**src/rtl/alu_arbiter_if.sv**
```systemverilog
// alu_arbiter_if: request/response channels of both requesters plus the shared ALU port
interface alu_arbiter_if #(
   parameter int WIDTH = 32
);
   logic             req0_valid;
   logic             req0_ready;
   logic [WIDTH-1:0] req0_op1;
   logic [WIDTH-1:0] req0_op2;
   logic [3:0]       req0_aluop;
   logic             rsp0_valid;
   logic             rsp0_ready;
   logic [WIDTH-1:0] rsp0_result;
   logic             req1_valid;
   logic             req1_ready;
   logic [WIDTH-1:0] req1_op1;
   logic [WIDTH-1:0] req1_op2;
   logic [3:0]       req1_aluop;
   logic             rsp1_valid;
   logic             rsp1_ready;
   logic [WIDTH-1:0] rsp1_result;
   logic [WIDTH-1:0] alu_op1;
   logic [WIDTH-1:0] alu_op2;
   logic [3:0]       alu_aluop;
   logic [WIDTH-1:0] alu_result;
   logic             busy;
   modport slave (
      input  req0_valid, req0_op1, req0_op2, req0_aluop, rsp0_ready,
      input  req1_valid, req1_op1, req1_op2, req1_aluop, rsp1_ready,
      input  alu_result,
      output req0_ready, rsp0_valid, rsp0_result,
      output req1_ready, rsp1_valid, rsp1_result,
      output alu_op1, alu_op2, alu_aluop, busy
   );
   modport master (
      output req0_valid, req0_op1, req0_op2, req0_aluop, rsp0_ready,
      output req1_valid, req1_op1, req1_op2, req1_aluop, rsp1_ready,
      output alu_result,
      input  req0_ready, rsp0_valid, rsp0_result,
      input  req1_ready, rsp1_valid, rsp1_result,
      input  alu_op1, alu_op2, alu_aluop, busy
   );
endinterface

```
**src/rtl/alu_arbiter.sv**
```systemverilog
// alu_arbiter: shares one combinational ALU between two valid/ready requesters
module alu_arbiter #(
   parameter int WIDTH       = 32,
   parameter bit ROUND_ROBIN = 1'b1
) (
   input logic          clk,
   input logic          rst,
   alu_arbiter_if.slave bus
);
   typedef enum logic [1:0] {IDLE, EXEC, RESP} state_t;
   state_t           state_q, state_d;
   logic             owner_q, owner_d;
   logic             last_q, last_d;
   logic [WIDTH-1:0] op1_q, op1_d;
   logic [WIDTH-1:0] op2_q, op2_d;
   logic [3:0]       aluop_q, aluop_d;
   logic [WIDTH-1:0] result_q, result_d;
   logic [1:0]       rsp_valid_q, rsp_valid_d;
   logic             any_req, gnt, own_ready;
   // grant: a lone requester wins; on a tie round-robin skips the last owner, fixed priority picks 0
   always_comb begin
      any_req   = bus.req0_valid | bus.req1_valid;
      gnt       = (bus.req0_valid && bus.req1_valid) ? (ROUND_ROBIN ? ~last_q : 1'b0) : bus.req1_valid;
      own_ready = owner_q ? bus.rsp1_ready : bus.rsp0_ready;
   end
   assign bus.req0_ready  = (state_q == IDLE) && any_req && !gnt;
   assign bus.req1_ready  = (state_q == IDLE) && any_req && gnt;
   assign bus.rsp0_valid  = rsp_valid_q[0];
   assign bus.rsp1_valid  = rsp_valid_q[1];
   assign bus.rsp0_result = result_q;
   assign bus.rsp1_result = result_q;
   assign bus.alu_op1     = op1_q;
   assign bus.alu_op2     = op2_q;
   assign bus.alu_aluop   = aluop_q;
   assign bus.busy        = state_q != IDLE;
   // accept in IDLE, capture the ALU in EXEC, hold the response until the owner takes it
   always_comb begin
      state_d     = state_q;
      owner_d     = owner_q;
      last_d      = last_q;
      op1_d       = op1_q;
      op2_d       = op2_q;
      aluop_d     = aluop_q;
      result_d    = result_q;
      rsp_valid_d = rsp_valid_q;
      case (state_q)
         IDLE: if (any_req) begin
            state_d = EXEC;
            owner_d = gnt;
            op1_d   = gnt ? bus.req1_op1 : bus.req0_op1;
            op2_d   = gnt ? bus.req1_op2 : bus.req0_op2;
            aluop_d = gnt ? bus.req1_aluop : bus.req0_aluop;
         end
         EXEC: begin
            state_d     = RESP;
            result_d    = bus.alu_result;
            rsp_valid_d = owner_q ? 2'b10 : 2'b01;
         end
         RESP: if (own_ready) begin
            state_d     = IDLE;
            rsp_valid_d = 2'b00;
            last_d      = owner_q;
         end
         default: state_d = IDLE;
      endcase
   end
   // all state in one register bank; reset drops any in-flight operation
   always_ff @(posedge clk or posedge rst) begin
      if (rst) begin
         state_q     <= IDLE;
         owner_q     <= 1'b0;
         last_q      <= 1'b1;
         op1_q       <= '0;
         op2_q       <= '0;
         aluop_q     <= '0;
         result_q    <= '0;
         rsp_valid_q <= '0;
      end else begin
         state_q     <= state_d;
         owner_q     <= owner_d;
         last_q      <= last_d;
         op1_q       <= op1_d;
         op2_q       <= op2_d;
         aluop_q     <= aluop_d;
         result_q    <= result_d;
         rsp_valid_q <= rsp_valid_d;
      end
   end
endmodule
```
**src/flat_wrapper.sv**
```systemverilog
// flat-port wrapper written by rule: the top's interface ports become plain ports
module alu_arbiter_flat 
#(
   parameter int WIDTH       = 32,
   parameter bit ROUND_ROBIN = 1'b1
)
  (clk, rst, bus_req0_valid, bus_req0_op1, bus_req0_op2, bus_req0_aluop, bus_rsp0_ready, bus_req1_valid, bus_req1_op1, bus_req1_op2, bus_req1_aluop, bus_rsp1_ready, bus_alu_result, bus_req0_ready, bus_rsp0_valid, bus_rsp0_result, bus_req1_ready, bus_rsp1_valid, bus_rsp1_result, bus_alu_op1, bus_alu_op2, bus_alu_aluop, bus_busy);
  alu_arbiter_if #(.WIDTH(WIDTH)) bus_i ();
  input logic clk;
  input logic rst;
  input wire logic [$bits(bus_i.req0_valid)-1:0] bus_req0_valid;
  input wire logic [$bits(bus_i.req0_op1)-1:0] bus_req0_op1;
  input wire logic [$bits(bus_i.req0_op2)-1:0] bus_req0_op2;
  input wire logic [$bits(bus_i.req0_aluop)-1:0] bus_req0_aluop;
  input wire logic [$bits(bus_i.rsp0_ready)-1:0] bus_rsp0_ready;
  input wire logic [$bits(bus_i.req1_valid)-1:0] bus_req1_valid;
  input wire logic [$bits(bus_i.req1_op1)-1:0] bus_req1_op1;
  input wire logic [$bits(bus_i.req1_op2)-1:0] bus_req1_op2;
  input wire logic [$bits(bus_i.req1_aluop)-1:0] bus_req1_aluop;
  input wire logic [$bits(bus_i.rsp1_ready)-1:0] bus_rsp1_ready;
  input wire logic [$bits(bus_i.alu_result)-1:0] bus_alu_result;
  output wire logic [$bits(bus_i.req0_ready)-1:0] bus_req0_ready;
  output wire logic [$bits(bus_i.rsp0_valid)-1:0] bus_rsp0_valid;
  output wire logic [$bits(bus_i.rsp0_result)-1:0] bus_rsp0_result;
  output wire logic [$bits(bus_i.req1_ready)-1:0] bus_req1_ready;
  output wire logic [$bits(bus_i.rsp1_valid)-1:0] bus_rsp1_valid;
  output wire logic [$bits(bus_i.rsp1_result)-1:0] bus_rsp1_result;
  output wire logic [$bits(bus_i.alu_op1)-1:0] bus_alu_op1;
  output wire logic [$bits(bus_i.alu_op2)-1:0] bus_alu_op2;
  output wire logic [$bits(bus_i.alu_aluop)-1:0] bus_alu_aluop;
  output wire logic [$bits(bus_i.busy)-1:0] bus_busy;
  assign bus_i.req0_valid = bus_req0_valid;
  assign bus_i.req0_op1 = bus_req0_op1;
  assign bus_i.req0_op2 = bus_req0_op2;
  assign bus_i.req0_aluop = bus_req0_aluop;
  assign bus_i.rsp0_ready = bus_rsp0_ready;
  assign bus_i.req1_valid = bus_req1_valid;
  assign bus_i.req1_op1 = bus_req1_op1;
  assign bus_i.req1_op2 = bus_req1_op2;
  assign bus_i.req1_aluop = bus_req1_aluop;
  assign bus_i.rsp1_ready = bus_rsp1_ready;
  assign bus_i.alu_result = bus_alu_result;
  assign bus_req0_ready = bus_i.req0_ready;
  assign bus_rsp0_valid = bus_i.rsp0_valid;
  assign bus_rsp0_result = bus_i.rsp0_result;
  assign bus_req1_ready = bus_i.req1_ready;
  assign bus_rsp1_valid = bus_i.rsp1_valid;
  assign bus_rsp1_result = bus_i.rsp1_result;
  assign bus_alu_op1 = bus_i.alu_op1;
  assign bus_alu_op2 = bus_i.alu_op2;
  assign bus_alu_aluop = bus_i.alu_aluop;
  assign bus_busy = bus_i.busy;
  alu_arbiter #(.WIDTH(WIDTH), .ROUND_ROBIN(ROUND_ROBIN)) u_core (.clk(clk), .rst(rst), .bus(bus_i));
endmodule
```
**config.mk**
```make
export PLATFORM = sky130hd
export DESIGN_NAME = alu_arbiter_flat
export DESIGN_NICKNAME = d
export VERILOG_FILES = /design/src/rtl/alu_arbiter_if.sv /design/src/rtl/alu_arbiter.sv /design/src/flat_wrapper.sv
export SDC_FILE = /design/constraint.sdc
export NUM_CORES = 1
export LEC_CHECK = 0
export ABC_CLOCK_PERIOD_IN_PS = 3800
export BUFFER_PORTS_ARGS = -buffer_cell sky130_fd_sc_hd__buf_4
export CAP_MARGIN = 0
export CORE_AREA = 2 2 122 124
export CTS_CLUSTER_SIZE = 28
export DETAILED_ROUTE_END_ITERATION = 12
export DIE_AREA = 0 0 124 126
export PLACE_DENSITY_LB_ADDON = 0.1
export SYNTH_ARGS = -nofsm -noshare
export SYNTH_HDL_FRONTEND = slang
export SYNTH_SLANG_ARGS = --single-unit
```
**constraint.sdc**
```tcl
create_clock -name clk -period 3.8 [get_ports clk]
set_input_delay 0.19 -clock clk [delete_from_list [all_inputs] [get_ports clk]]
set_output_delay 0.19 -clock clk [all_outputs]
set_load 0.02 [all_outputs]
```
==> flow_metrics.env <==
export IMPL_status="complete, no violations"
export IMPL_clockBufferDepth=2
export IMPL_worstPathCellList="nor2_4 > nand2_2 > inv_1 > a31oi_1"
export IMPL_vias=4542
export IMPL_ios=311
export IMPL_cpPeakStageDelay_ps=820
export IMPL_cp_arrival_ps=3150
export IMPL_synth_cell_types=25
export IMPL_wl_per_cell_um=17.2
export IMPL_holdPathEnd="u_core.bus.rsp0_result[31]"
export IMPL_cts_buffers=9
export IMPL_h_tree_depth=3
export IMPL_synth_seq_cells=106
export IMPL_clk_pin_slew_ps=70
export IMPL_ys_warnings_count=0
export IMPL_r2r_cells=4
export IMPL_die_w_um=124
export IMPL_final_common_cell="buf_4"
export IMPL_grt_max_degree=78
export IMPL_grt_overflow=0
export IMPL_p_leak_uw=0.00388
export IMPL_postSynthCellCount=480
export IMPL_slowest_stage="inv_1"
export IMPL_drc_errors=0
export IMPL_synthesis_area_um2=4780
export IMPL_core_um2=14300
export IMPL_die_area_um2=15600
export IMPL_synth_top_area_cell="dfrtp_1"
export IMPL_skew_ps=5.94
export IMPL_rr_endpoint="u_core.bus.alu_op1[9]"
export IMPL_place_inst=908
export IMPL_setup_viol=0
export IMPL_cp_end_kind="register"
export IMPL_hold_viol_final=0
export IMPL_fin_area_um2=7250
export IMPL_worstHoldPathCells=3
export IMPL_dr_pass1_iters=4
export IMPL_synthTopCellsByArea="dfrtp_1 (55%), nand2_1 (11%), a221o_1 (9.8%)"
export IMPL_max_slew_worst_pin_slew_ps=1300
export IMPL_num_antenna_cells=0
export IMPL_worst_slack_ps=833
export IMPL_drv_cap=0
export IMPL_num_rows=44
export IMPL_holdBufCountCts=0
export IMPL_peakVddDrop_v=0.000348
export IMPL_grt_pass1_wl_um=23700
export IMPL_critPathTopFamily="simple AND/OR/NAND/NOR gates"
export IMPL_synth_top_area_share=0.549
export IMPL_grt_use_total=0.198
export IMPL_hold_class="input port to register"
export IMPL_wl_um=15900
export IMPL_whs_ps=35.9
export IMPL_dp_hpwl_um=11500
export IMPL_critPathMaxFanout=49
export IMPL_path_class="register to register"
export IMPL_reg2reg_slack_ps=830
export IMPL_tns_ps=0
export IMPL_synth_avg_cell_area_um2=9.96
export IMPL_finalCritPeriodShare=0.781
export IMPL_areaGrowthSynthToFinish_pct=51.6
export IMPL_postPlaceCellArea_um2=6960
export IMPL_fmax_mhz=337
export IMPL_regArea_um2=2650
export IMPL_power_density_nw_per_um2=915
export IMPL_slew_viol_final=0
export IMPL_crit_required_ps=3980
export IMPL_drtAntennaViolNets=0
export IMPL_insertion_delay_ps=340
export IMPL_multi_input_area_um2=1700
export IMPL_postCtsSetupBuffers=0
export IMPL_place_congestion=0.819
export IMPL_cts_tree="done"
export IMPL_port_buffer_count=310
export IMPL_finalNonFillerCells=923
export IMPL_critPathLaunchType="register"
export IMPL_hp_start="bus_alu_result[31]"
export IMPL_syn_nets=654
export IMPL_clock_sinks=106
export IMPL_rsz0062_at_grt="false"
export IMPL_cts_resized=0
export IMPL_synth_seq_area_share=0.555
export IMPL_antenna_found_initial=0
export IMPL_place_ws_ps=799
export IMPL_worstReg2RegStart="u_core.state_q[0]"
export IMPL_nets=909
export IMPL_viasPerCell=4.92
export IMPL_initial_core_util=0.334
export IMPL_dieHeight_um=126
export IMPL_period_minus_slack_ps=2970
export IMPL_fillers=1335
export IMPL_cts_root_buffer="clkbuf_16"
export IMPL_path_buf_inv=1
export IMPL_grt_pass1_vias=4408
export IMPL_slew_headroom=0.131
export IMPL_final_cell_mix="buf_4 (315), nand2_1 (140), dfrtp_1 (105)"
export IMPL_layout_drive_gt1_share=0.457
export IMPL_first_iter_violations=225
power by group:
part | internal, uW | switching, uW
Clock | 511 | 401
Sequential | 1710 | 424
Combinational | 1550 | 2040
Yosys cell counts:
master and number:
buf_4 35, nor2_1 2, a221o_1 47, a311oi_1 1, a31oi_1 21, nand2b_1 1
a21bo_2 1, nor2_4 1, and3_4 1, dfstp_2 1, dfrtp_1 105, a221oi_1 1
a21o_1 2, nor2b_1 3, clkbuf_1 27, a21oi_1 26, or2_0 1, buf_2 5
a21boi_0 1, o21ai_0 1, and3_1 47, nand3b_1 1, buf_6 4, nand2_1 141
inv_1 4
how the worst max path moves through the flow:
stage / start / endpoint / slack, ps / cells after the start
after floorplan: rst / u_core.bus.alu_aluop[0] / 820 / 1
after global placement: u_core.state_q[0] / u_core.bus.alu_op1[12] / 900 / 4
after detailed placement: u_core.state_q[0] / u_core.bus.alu_op1[9] / 800 / 4
after CTS: u_core.state_q[0] / u_core.bus.alu_op1[9] / 810 / 4
after global routing: u_core.state_q[0] / u_core.bus.alu_aluop[3] / 570 / 4
final: u_core.state_q[0] / u_core.bus.alu_op1[9] / 830 / 4
cell families after synthesis:
kind of cell,after synthesis,synth area share
flip-flops,106,0.555
AO/OA/AOI/OAI,101,0.165
buffers and inverters,75,0.0939
AND/OR/NAND/NOR,198,0.187
tightest hold or removal path: cells and delay by family:
kind / cells / cell delay (ps)
buffers and inverters: 1 / 80
AND/OR/NAND/NOR: 2 / 90
metrics by stage:
stage | power (uW) | util
after floorplan | 4380 | -
after global placement | 5730 | 0.486
after detailed placement | 5780 | 0.486
after CTS | 6700 | 0.507
after global routing | 7060 | 0.507
final | 6640 | 0.507
metal layers:
layer,up-vias,global-route usage,share of wire
met4,0,0.0780,0.025
met3,24,0.0417,0.081
li1,2158,-,-
met5,-,0,0
met2,225,0.342,0.50
met1,2135,0.240,0.40
final cells by class:
type                            instances  share of cell area
Timing Repair Buffer                  315               0.326
Inverter                                4             0.00242
Clock buffer                           13              0.0386
Tap cell                              184              0.0317
Multi-Input combinational cell        299               0.234
Clock inverter                          2             0.00138
Sequential cell                       106               0.366
sequential cells by signal, summed over array words and instances, names as in the netlist:
| signal | count |
|---|---|
| u_core.last_q | 1 |
| u_core.state_q | 2 |
| u_core.rsp_valid_q | 2 |
| u_core.bus.alu_op1 | 32 |
| u_core.bus.alu_op2 | 32 |
| u_core.owner_q | 1 |
| u_core.bus.alu_aluop | 4 |
| u_core.bus.rsp0_result | 32 |
Note: power is estimated with default switching activity, not from simulation.
